### src/rtl/video_timing_pkg.sv
// Shared 720p raster constants and count types for the video path.
// Downstream blocks import these constants so that they all agree on the raster geometry.
// Contents: H_ACTIVE..V_BP, H_TOTAL, V_TOTAL, count widths, and typedefs for the count buses.
package video_timing_pkg;

  localparam int unsigned H_ACTIVE = 1280;
  localparam int unsigned H_FP     = 110;
  localparam int unsigned H_SYNC   = 40;
  localparam int unsigned H_BP     = 220;
  localparam int unsigned H_TOTAL  = H_ACTIVE + H_FP + H_SYNC + H_BP;

  localparam int unsigned V_ACTIVE = 720;
  localparam int unsigned V_FP     = 5;
  localparam int unsigned V_SYNC   = 5;
  localparam int unsigned V_BP     = 20;
  localparam int unsigned V_TOTAL  = V_ACTIVE + V_FP + V_SYNC + V_BP;

  localparam int unsigned H_COUNT_W     = 11;
  localparam int unsigned V_COUNT_W     = 10;
  localparam int unsigned FRAME_COUNT_W = 6;

  typedef logic [H_COUNT_W-1:0]     h_count_t;
  typedef logic [V_COUNT_W-1:0]     v_count_t;
  typedef logic [FRAME_COUNT_W-1:0] frame_count_t;

endpackage

### src/rtl/video_timing_gen_if.sv
// Raster timing bus between the timing generator and its consumers.
// Controls: en (pixel advance), resync (restart raster at (0,0)).
// Timing: h_count, v_count, active_draw, hsync, vsync, new_frame, frame_count.
// master = timing generator side, slave = consumer/controller side.
interface video_timing_gen_if;
  import video_timing_pkg::*;

  logic         en;
  logic         resync;
  h_count_t     h_count;
  v_count_t     v_count;
  logic         active_draw;
  logic         hsync;
  logic         vsync;
  logic         new_frame;
  frame_count_t frame_count;

  modport master (
    input  en, resync,
    output h_count, v_count, active_draw, hsync, vsync, new_frame, frame_count
  );

  modport slave (
    output en, resync,
    input  h_count, v_count, active_draw, hsync, vsync, new_frame, frame_count
  );

endinterface

### src/rtl/wrap_counter.sv
// Modulo-(MAX+1) counter with synchronous clear.
// Ports: clk, rst_n (async active-low), inc (advance), clr (force to 0, beats inc),
//        count (registered value), count_next (value loaded on the next edge),
//        wrap (count is at its terminal value MAX).
// Resets to MAX so that the first increment after reset lands on 0.
module wrap_counter #(
  parameter int unsigned WIDTH = 11,
  parameter int unsigned MAX   = 1649
) (
  input  logic             clk,
  input  logic             rst_n,
  input  logic             inc,
  input  logic             clr,
  output logic [WIDTH-1:0] count,
  output logic [WIDTH-1:0] count_next,
  output logic             wrap
);

  logic [WIDTH-1:0] count_q;

  // Compare-to-terminal wrap; never relies on natural overflow.
  assign wrap = (count_q == WIDTH'(MAX));

  always_comb begin
    count_next = count_q;
    if (clr) begin
      count_next = '0;
    end else if (inc) begin
      count_next = wrap ? '0 : count_q + WIDTH'(1);
    end
  end

  always_ff @(posedge clk or negedge rst_n) begin
    if (!rst_n) begin
      count_q <= WIDTH'(MAX);
    end else begin
      count_q <= count_next;
    end
  end

  assign count = count_q;

endmodule

### src/rtl/video_timing_gen.sv
// Free-running raster timing source (720p by default).
// Ports: clk (pixel clock), rst_n (async active-low reset), vif (video_timing_gen_if.master):
//   en/resync in; h_count, v_count, active_draw, hsync, vsync, new_frame, frame_count out.
// Flags are decoded from the next-state counts and registered, so they line up with the
// registered coordinates on the same cycle.
// Build option: define VIDEO_TIMING_FRAME_COUNT_EN for a live 6-bit frame counter; otherwise
// frame_count is tied to zero and no counter is built.
module video_timing_gen #(
  parameter int unsigned H_ACTIVE = video_timing_pkg::H_ACTIVE,
  parameter int unsigned H_FP     = video_timing_pkg::H_FP,
  parameter int unsigned H_SYNC   = video_timing_pkg::H_SYNC,
  parameter int unsigned H_BP     = video_timing_pkg::H_BP,
  parameter int unsigned V_ACTIVE = video_timing_pkg::V_ACTIVE,
  parameter int unsigned V_FP     = video_timing_pkg::V_FP,
  parameter int unsigned V_SYNC   = video_timing_pkg::V_SYNC,
  parameter int unsigned V_BP     = video_timing_pkg::V_BP
) (
  input logic                clk,
  input logic                rst_n,
  video_timing_gen_if.master vif
);
  import video_timing_pkg::*;

  localparam int unsigned HTot     = H_ACTIVE + H_FP + H_SYNC + H_BP;
  localparam int unsigned VTot     = V_ACTIVE + V_FP + V_SYNC + V_BP;
  localparam int unsigned HSyncBeg = H_ACTIVE + H_FP;
  localparam int unsigned HSyncEnd = H_ACTIVE + H_FP + H_SYNC;
  localparam int unsigned VSyncBeg = V_ACTIVE + V_FP;
  localparam int unsigned VSyncEnd = V_ACTIVE + V_FP + V_SYNC;

  h_count_t h_count, h_next;
  v_count_t v_count, v_next;
  logic     h_wrap, v_wrap;
  logic     v_inc;

  logic active_d, active_q;
  logic hsync_d, hsync_q;
  logic vsync_d, vsync_q;
  logic new_frame_d, new_frame_q;

  assign v_inc = h_wrap & vif.en;

  wrap_counter #(
    .WIDTH (H_COUNT_W),
    .MAX   (HTot - 1)
  ) u_h_cnt (
    .clk        (clk),
    .rst_n      (rst_n),
    .inc        (vif.en),
    .clr        (vif.resync),
    .count      (h_count),
    .count_next (h_next),
    .wrap       (h_wrap)
  );

  wrap_counter #(
    .WIDTH (V_COUNT_W),
    .MAX   (VTot - 1)
  ) u_v_cnt (
    .clk        (clk),
    .rst_n      (rst_n),
    .inc        (v_inc),
    .clr        (vif.resync),
    .count      (v_count),
    .count_next (v_next),
    .wrap       (v_wrap)
  );

  always_comb begin
    active_d    = (h_next < H_COUNT_W'(H_ACTIVE)) && (v_next < V_COUNT_W'(V_ACTIVE));
    hsync_d     = (h_next >= H_COUNT_W'(HSyncBeg)) && (h_next < H_COUNT_W'(HSyncEnd));
    vsync_d     = (v_next >= V_COUNT_W'(VSyncBeg)) && (v_next < V_COUNT_W'(VSyncEnd));
    // resync and the end-of-frame wrap both load (0,0); either is a single frame start.
    new_frame_d = vif.resync | (vif.en & h_wrap & v_wrap);
  end

  always_ff @(posedge clk or negedge rst_n) begin
    if (!rst_n) begin
      active_q    <= 1'b0;
      hsync_q     <= 1'b0;
      vsync_q     <= 1'b0;
      new_frame_q <= 1'b0;
    end else begin
      active_q    <= active_d;
      hsync_q     <= hsync_d;
      vsync_q     <= vsync_d;
      new_frame_q <= new_frame_d;
    end
  end

`ifdef VIDEO_TIMING_FRAME_COUNT_EN
  frame_count_t frame_q;

  always_ff @(posedge clk or negedge rst_n) begin
    if (!rst_n) begin
      frame_q <= '0;
    end else if (new_frame_d) begin
      frame_q <= frame_q + FRAME_COUNT_W'(1);
    end
  end

  assign vif.frame_count = frame_q;
`else
  assign vif.frame_count = '0;
`endif

  assign vif.h_count     = h_count;
  assign vif.v_count     = v_count;
  assign vif.active_draw = active_q;
  assign vif.hsync       = hsync_q;
  assign vif.vsync       = vsync_q;
  assign vif.new_frame   = new_frame_q;

endmodule

### src/flat_wrapper.sv
// flat-port wrapper written by rule: the top's interface ports become plain ports
module video_timing_gen_flat import video_timing_pkg::*;
#(
  parameter int unsigned H_ACTIVE = video_timing_pkg::H_ACTIVE,
  parameter int unsigned H_FP     = video_timing_pkg::H_FP,
  parameter int unsigned H_SYNC   = video_timing_pkg::H_SYNC,
  parameter int unsigned H_BP     = video_timing_pkg::H_BP,
  parameter int unsigned V_ACTIVE = video_timing_pkg::V_ACTIVE,
  parameter int unsigned V_FP     = video_timing_pkg::V_FP,
  parameter int unsigned V_SYNC   = video_timing_pkg::V_SYNC,
  parameter int unsigned V_BP     = video_timing_pkg::V_BP
)
  (clk, rst_n, vif_en, vif_resync, vif_h_count, vif_v_count, vif_active_draw, vif_hsync, vif_vsync, vif_new_frame, vif_frame_count);
  video_timing_gen_if vif_i ();
  input logic clk;
  input logic rst_n;
  input wire logic [$bits(vif_i.en)-1:0] vif_en;
  input wire logic [$bits(vif_i.resync)-1:0] vif_resync;
  output wire logic [$bits(vif_i.h_count)-1:0] vif_h_count;
  output wire logic [$bits(vif_i.v_count)-1:0] vif_v_count;
  output wire logic [$bits(vif_i.active_draw)-1:0] vif_active_draw;
  output wire logic [$bits(vif_i.hsync)-1:0] vif_hsync;
  output wire logic [$bits(vif_i.vsync)-1:0] vif_vsync;
  output wire logic [$bits(vif_i.new_frame)-1:0] vif_new_frame;
  output wire logic [$bits(vif_i.frame_count)-1:0] vif_frame_count;
  assign vif_i.en = vif_en;
  assign vif_i.resync = vif_resync;
  assign vif_h_count = vif_i.h_count;
  assign vif_v_count = vif_i.v_count;
  assign vif_active_draw = vif_i.active_draw;
  assign vif_hsync = vif_i.hsync;
  assign vif_vsync = vif_i.vsync;
  assign vif_new_frame = vif_i.new_frame;
  assign vif_frame_count = vif_i.frame_count;
  video_timing_gen #(.H_ACTIVE(H_ACTIVE), .H_FP(H_FP), .H_SYNC(H_SYNC), .H_BP(H_BP), .V_ACTIVE(V_ACTIVE), .V_FP(V_FP), .V_SYNC(V_SYNC), .V_BP(V_BP)) u_core (.clk(clk), .rst_n(rst_n), .vif(vif_i));
endmodule
### config.mk
export PLATFORM = sky130hd
export DESIGN_NAME = video_timing_gen_flat
export DESIGN_NICKNAME = d
export VERILOG_FILES = /design/src/rtl/video_timing_pkg.sv /design/src/rtl/video_timing_gen_if.sv /design/src/rtl/wrap_counter.sv /design/src/rtl/video_timing_gen.sv /design/src/flat_wrapper.sv
export SDC_FILE = /design/constraint.sdc
export NUM_CORES = 1
export LEC_CHECK = 0
export ABC_AREA = 1
export CAP_MARGIN = 20
export CELL_PAD_IN_SITES_DETAIL_PLACEMENT = 2
export CELL_PAD_IN_SITES_GLOBAL_PLACEMENT = 2
export CORE_MARGIN = 3
export CORE_UTILIZATION = 30
export CTS_CLUSTER_DIAMETER = 30
export CTS_CLUSTER_SIZE = 14
export DETAILED_ROUTE_END_ITERATION = 8
export GPL_TIMING_DRIVEN = 0
export PLACE_DENSITY_LB_ADDON = 0.1
export SYNTH_ARGS = -nofsm -noshare
export SYNTH_HDL_FRONTEND = slang
export SYNTH_HIERARCHICAL = 1
export SYNTH_SLANG_ARGS = --single-unit
### constraint.sdc
create_clock -name clk -period 4.6 [get_ports clk]
set_input_delay 0.92 -clock clk [delete_from_list [all_inputs] [get_ports clk]]
set_output_delay 0.92 -clock clk [all_outputs]
set_load 0.005 [all_outputs]
==> metrics, run 1 <==
Final Max Tran Viols=0; crit path max-delay cell type=clkdlybuf4s50_1; Total Routed Length=4330 um; PD cells=195 nW/um^2; CP Launch Type=primary input; Synth area leader=dfstp_2; post-detailed-route count of antenna-violating nets=0; Storage cell area=642 um^2; Top Ports=35; CP endpoint kind=flip-flop; Hold Path Class=reg -> reg; vias per std cell=4.63; Num CTS Buffers=3; RSZ-0062 raised after global routing=false; Final GP Congestion=0.765; Setup WS pre-CTS=1.66 ns; post-synthesis sequential area ratio=0.410; CP Class=in -> reg; CP most frequent cell=nand2_1; R2R cell count=17; Remaining DRCs=0; Worst Hold Depth=2; hold buffers post-CTS=0; clock tree sinks=25; post-cts sizing count=0; Seq cells post-synth=25; CP Data Required Time=4.80 ns; sum of negative setup slack=0 ns; hold violation count in the final report=0; core area=4880 um^2; Area Growth Syn to Fin=29.2%; GR Util All Layers=0.154; top-area cell type share of the netlist area=0.218; outcome=completed; FMAX=380 MHz; hold slack=0.584 ns; number of synthesized flops with an enable pin=0; largest net degree at the start of global routing=16; initial antenna violation count=0; clock latency at the later pin of the worst-skew pair=0.27 ns; Detailed Route Iter0 Violations=42; global route total overflow=0; FFs w/ async S/R, synth=1.00; ranking of synthesized cells by area=dfstp_2 (22%), dfrtp_1 (19%), nand2_1 (11%); clk root buf=clkbuf_8; Post-synth top cells=nand2_1 (47), nor2_1 (36), inv_1 (25); Max Cap Viol=0; worst path arrival time=2.83 ns; Reg clk slew, reported paths=0.10 ns; clock buffer depth=2; P_leak=0.814 nW; Tmin final=2.63 ns; layout cells sized above 1=0.167; vias in the first global route=1505; synth unique cells=25; final worst slack=1.97 ns; peak supply drop=0.141 mV; wire length per cell=13.8 um; first-pass GRT wire length=7610 um; CP max stage delay=0.48 ns; post-synthesis cell count=208; count leader, synth=nand2_1; Max transition margin=0.591; Slew @ Worst Pin=0.611 ns; initial cell density of the core=0.321; synthesized cell area=1570 um^2; CTS tree=done; final setup vio count=0; Antenna Cells=0; worst path cell trace=clkdlybuf4s50_1 > nand2_1 > inv_1 > buf_6 > nand2_1 > nor2_2 > nand3_1 > nand2_1 > nand2_1 > nor2_2 > inv_1 > nor3_2 > nand4_1 > nor2_1; footprint of the multi-input gates=781 um^2; Port Buf Inserts=28; DR vias=1449; top_reg_cell synth=dfstp_2; Die W=78.2 um; Max H-tree Level=1; Layout Nets=255; Post-DP HPWL=3530 um; Synth Warn #=6; Tot Pwr=0.395 mW; full die area=6120 um^2; Chip Height=78.2 um; peak fanout along the critical path=10; Setup Buffers After CTS=0; Detailed Routing Iterations Pass 1=4; Layout fillers=616; syn_area_per_cell=7.53 um^2; clock skew=0.00904 ns; Rows=25; fin crit share=0.572
-- through the flow --
stage,cells,util,instance area [um^2]
final,313,0.414,2020
after global placement,308,0.399,1950
after CTS,313,0.414,2020
after floorplan,213,-,1580
after detailed placement,309,0.405,1980
after global routing,313,0.414,2020
-- kinds of logic (layout without fill, tap and decap cells) --
| group | Yosys count | after routing | synth area share |
|---|---|---|---|
| and+or+nand+nor | 121 | 121 | 0.343 |
| buffers and inverters | 34 | 67 | 0.103 |
| DFF | 25 | 25 | 0.410 |
| xor gates and xnor gates | 12 | 12 | 0.0671 |
| AOI/OAI and AO/OA | 11 | 11 | 0.0424 |
| adders and majority gates | 4 | 4 | 0.0320 |
| other | 1 | 6 | 0.00240 |
-- final timing paths --
path	startpoint	endpoint	slack [ns]
max in group asynchronous	rst_n	u_core/u_v_cnt/count[3]	3.00
setup reg to reg	u_core/u_h_cnt/count[0]	u_core/vif.vsync	2.06
min in group asynchronous	rst_n	u_core/u_h_cnt/count[7]	1.02
hold reg to reg	u_core/u_h_cnt/count[9]	u_core/u_h_cnt/count[9]	0.58
hold / removal	u_core/u_h_cnt/count[9]	u_core/u_h_cnt/count[9]	0.58
setup / recovery	vif_en	u_core/vif.vsync	1.97
-- registers in the layout, indices dropped and copies added (netlist names) --
name / count
u_core/vif.hsync: 1
u_core/u_h_cnt/count: 11
u_core/u_v_cnt/count: 10
u_core/vif.vsync: 1
u_core/vif.new_frame: 1
u_core/vif.active_draw: 1
-- placed cells by master (no fill, tap or decap), drive strengths merged --
cell	synthesis	final
nand2	51	51
nor2	44	44
clkdlybuf4s50	0	28
inv	26	26
nand3	16	16
dfstp	13	13
dfrtp	12	12
buf	8	9
xor2	7	7
nand4	6	6
conb	1	6
o21ai	5	5
xnor2	5	5
ha	4	4
clkbuf	0	3
a21oi	3	3
and3	2	2
nor3	2	2
clkinv	0	1
o21a	1	1
a21o	1	1
o21bai	1	1
-- metal layers --
layer  part of all wire  global-route usage  wire (um)  vias to the layer above
li1                   -                   -          -                      708
met1               0.53               0.225       2280                      714
met3              0.035              0.0333        152                        2
met2               0.43               0.240       1870                       25
met4             0.0053              0.0210         23                        0
met5                  0                   0          0                        -
-- area by class of cell --
cell class | instances | share of cell area
Multi-Input combinational cell | 154 | 0.386
Buffer | 8 | 0.0316
Clock buffer | 3 | 0.0204
Sequential cell | 25 | 0.317
Timing Repair Buffer | 29 | 0.152
Tap cell | 67 | 0.0415
Clock inverter | 1 | 0.00248
Inverter | 26 | 0.0483
-- worst max-delay path, delay by kind of cell --
family                 cells  cell delay [ns]
buffers and inverters      4             0.78
AND/OR/NAND/NOR           10             1.13
-- report_power, final --
group	internal (mW)	total, mW	switching, mW
Combinational	0.0164	0.0344	0.0180
Sequential	0.223	0.226	0.00293
Clock	0.0606	0.134	0.0735
Total	0.300	0.395	0.0944
No activity file was read; power rests on OpenSTA's default activity.
==> run 2, diff against run 1 <==
Settings changed: CORE_UTILIZATION 30 to 25.
Clock period 4.6 ns to 2.1 ns, I/O delays scaled along.
==> run 2 against run 1 <==
The run now ends with negative setup slack left. Global-route usage down 2.2 points. Worst hold slack worse by 0.039 ns. Critical path depth up 3. Sequential share of layout area down 2.2 points. Final area up 7.4%. First-iteration DRC count down 4.8%. Flip-flop and latch count unchanged. Die area up 18%. Largest cell class unchanged. Largest power group unchanged.
==> metrics, run 2 (synthesis gave the netlist of run 1 again) <==
vias per std cell=4.42 (was 4.63); Top Metal Used=met4 (unchanged); met3 wire length=129 um (was 152 um); clock buffer depth=2 (unchanged); max FFs per register=11 (unchanged); Setup WS pre-CTS=-0.437 ns (was 1.66 ns); worst path cell trace=ha_4 > nand2_2 > nor2_2 > and3_1 > nand2_1 > inv_2 > buf_8 > nand2_4 > nor2_4 > nand2_1 > nand2_1 > nand2_2 > nor2_4 > nand2_2 > nor3_4 > nand4_1 > nor2_1 (was clkdlybuf4s50_1 > nand2_1 > inv_1 > buf_6 > nand2_1 > nor2_2 > nand3_1 > nand2_1 > nand2_1 > nor2_2 > inv_1 > nor3_2 > nand4_1 > nor2_1); Final Util=0.363 (was 0.414); Layout fillers=694 (was 616); Area Growth Syn to Fin=38.8% (was 29.2%); Antenna Cells=0 (unchanged); Max transition margin=0.572 (was 0.591); commonest non-fill, non-tap cell in the layout=nand2_1 (unchanged); CP Class=reg -> reg (was in -> reg); Port Buf Inserts=28 (unchanged); hold slack=0.545 ns (was 0.584 ns); Max Cap Viol=0 (unchanged); worst path arrival time=2.59 ns (was 2.83 ns); Die W=85.1 um (was 78.2 um); final setup vio count=2 (was 0); Storage cell area=642 um^2 (unchanged); Reg clk slew, reported paths=0.09 ns (was 0.10 ns); post-detailed-route count of antenna-violating nets=0 (unchanged); core area=5990 um^2 (was 4880 um^2); Hold Path Class=in -> async (was reg -> reg); CP max stage delay=0.57 ns (was 0.48 ns); GR Util All Layers=0.132 (was 0.154); Slew @ Worst Pin=0.640 ns (was 0.611 ns); Top Ports=35 (unchanged); Total Routed Length=4520 um (was 4330 um); most frequent cells in the layout=nand2_1 (42), clkdlybuf4s50_1 (28), nor2_1 (27) (was nand2_1 (47), nor2_1 (36), clkdlybuf4s50_1 (28)); Detailed Route Iter0 Violations=40 (was 42); largest net degree at the start of global routing=14 (was 16); P_leak=0.873 nW (was 0.814 nW); clk root buf=clkbuf_8 (unchanged); FMAX=419 MHz; Chip Height=85.1 um (was 78.2 um); global route total overflow=0 (unchanged); initial antenna violation count=0 (unchanged); CP Launch Type=flip-flop (was primary input); initial cell density of the core=0.261 (was 0.321); RSZ-0062 raised after global routing=true (was false); Remaining DRCs=0 (unchanged); CP endpoint kind=flip-flop (unchanged); layout cells sized above 1=0.263 (was 0.167); clock latency at the later pin of the worst-skew pair=0.26 ns (was 0.27 ns); WL met1=1940 um (was 2280 um); PD cells=399 nW/um^2 (was 195 nW/um^2); footprint of the multi-input gates=863 um^2 (was 781 um^2); Final Max Tran Viols=0 (unchanged); Rows=28 (was 25); violated checks=negative setup slack; Max H-tree Level=1 (unchanged); fin crit share=1.14; peak supply drop=0.189 mV (was 0.141 mV); DR vias=1460 (was 1449); Post-DP HPWL=3600 um (was 3530 um); full die area=7250 um^2 (was 6120 um^2); hold buffers post-CTS=0 (unchanged); Layout Nets=264 (was 255); Tmin final=2.39 ns; Final GP Congestion=0.691 (was 0.765); vias in the first global route=1600 (was 1505); Num CTS Buffers=3 (unchanged); final worst slack=-0.287 ns (was 1.97 ns); clock tree sinks=25 (unchanged); met2 WL=2410 um (was 1870 um); wire length per cell=13.7 um (was 13.8 um); first-pass GRT wire length=7730 um (was 7610 um); Detailed Routing Iterations Pass 1=4 (unchanged); outcome=finished with violations (was completed); CP Data Required Time=2.30 ns (was 4.80 ns); peak fanout along the critical path=5 (was 10); clock skew=0.00267 ns (was 0.00904 ns); crit path max-delay cell type=dfstp_2 (was clkdlybuf4s50_1); hold violation count in the final report=0 (unchanged); CTS tree=done (unchanged)
## run 2: cell count changes in the layout (fill, tap and decap cells not counted), sizes merged
cell,delta
buf,+9
clkbuf,+1
clkinv,-1
## run 2: power breakdown
group	switching, mW	leakage [nW]	internal (mW)	total [mW]
logic	0.0444	0.557	0.0406	0.0850
registers	0.00610	0.293	0.489	0.495
clock network	0.151	0.0228	0.136	0.287
## run 2: critical path, delay by kind of cell, from the launching register on
kind	cells	cell delay [ns]
fa+ha+maj	1	0.13
buf+inv	2	0.18
flops	1	0.57
simple gates	14	1.45
## run 2: final cells by class
cell class,instances,area share
Clock buffer,4,0.0207
Tap cell,75,0.0432
Timing Repair Buffer,38,0.167
Sequential cell,25,0.296
Inverter,26,0.0449
Buffer,8,0.0311
Multi-Input combinational cell,154,0.397
## run 2: what timing repair did
action | in CTS | in global routing
pin swaps | 4 | 11
buffers inserted | 5 | 4
resized for setup | 4 | 15
setup endpoints to repair | 2 | 7
## run 2: path summary, 6_finish.rpt
| kind | cells past startpoint | endpoint | slack (ns) | startpoint |
|---|---|---|---|---|
| max | 17 | u_core/vif.vsync | -0.29 | u_core/u_h_cnt/count[0] |
| min | 1 | u_core/vif.active_draw | 0.54 | rst_n |
| max reg2reg | 17 | u_core/vif.vsync | -0.29 | u_core/u_h_cnt/count[0] |
| min reg2reg | 2 | u_core/u_h_cnt/count[9] | 0.58 | u_core/u_h_cnt/count[9] |
| max in group asynchronous | 2 | u_core/u_v_cnt/count[9] | 0.96 | rst_n |
| min in group clk | 2 | u_core/u_h_cnt/count[9] | 0.58 | u_core/u_h_cnt/count[9] |
## run 2: per-stage QoR
| stage | instance area [um^2] | power, mW | TNS, ns | std cells |
|---|---|---|---|---|
| after floorplan | 1610 | 0.540 | -0.0412 | 213 |
| after global placement | 1980 | 0.577 | -0.880 | 316 |
| after detailed placement | 2000 | 0.582 | -1.02 | 317 |
| after CTS | 2090 | 0.881 | -0.525 | 326 |
| after global routing | 2170 | 0.920 | -1.40 | 330 |
| final | 2170 | 0.867 | -0.539 | 330 |
## run 2: per-layer routing
| metal | GRT usage | vias up |
|---|---|---|
| met5 | 0 | - |
| met4 | 0.0302 | 0 |
| met3 | 0.0165 | 4 |
| met2 | 0.242 | 23 |
| met1 | 0.165 | 708 |
| li1 | - | 725 |
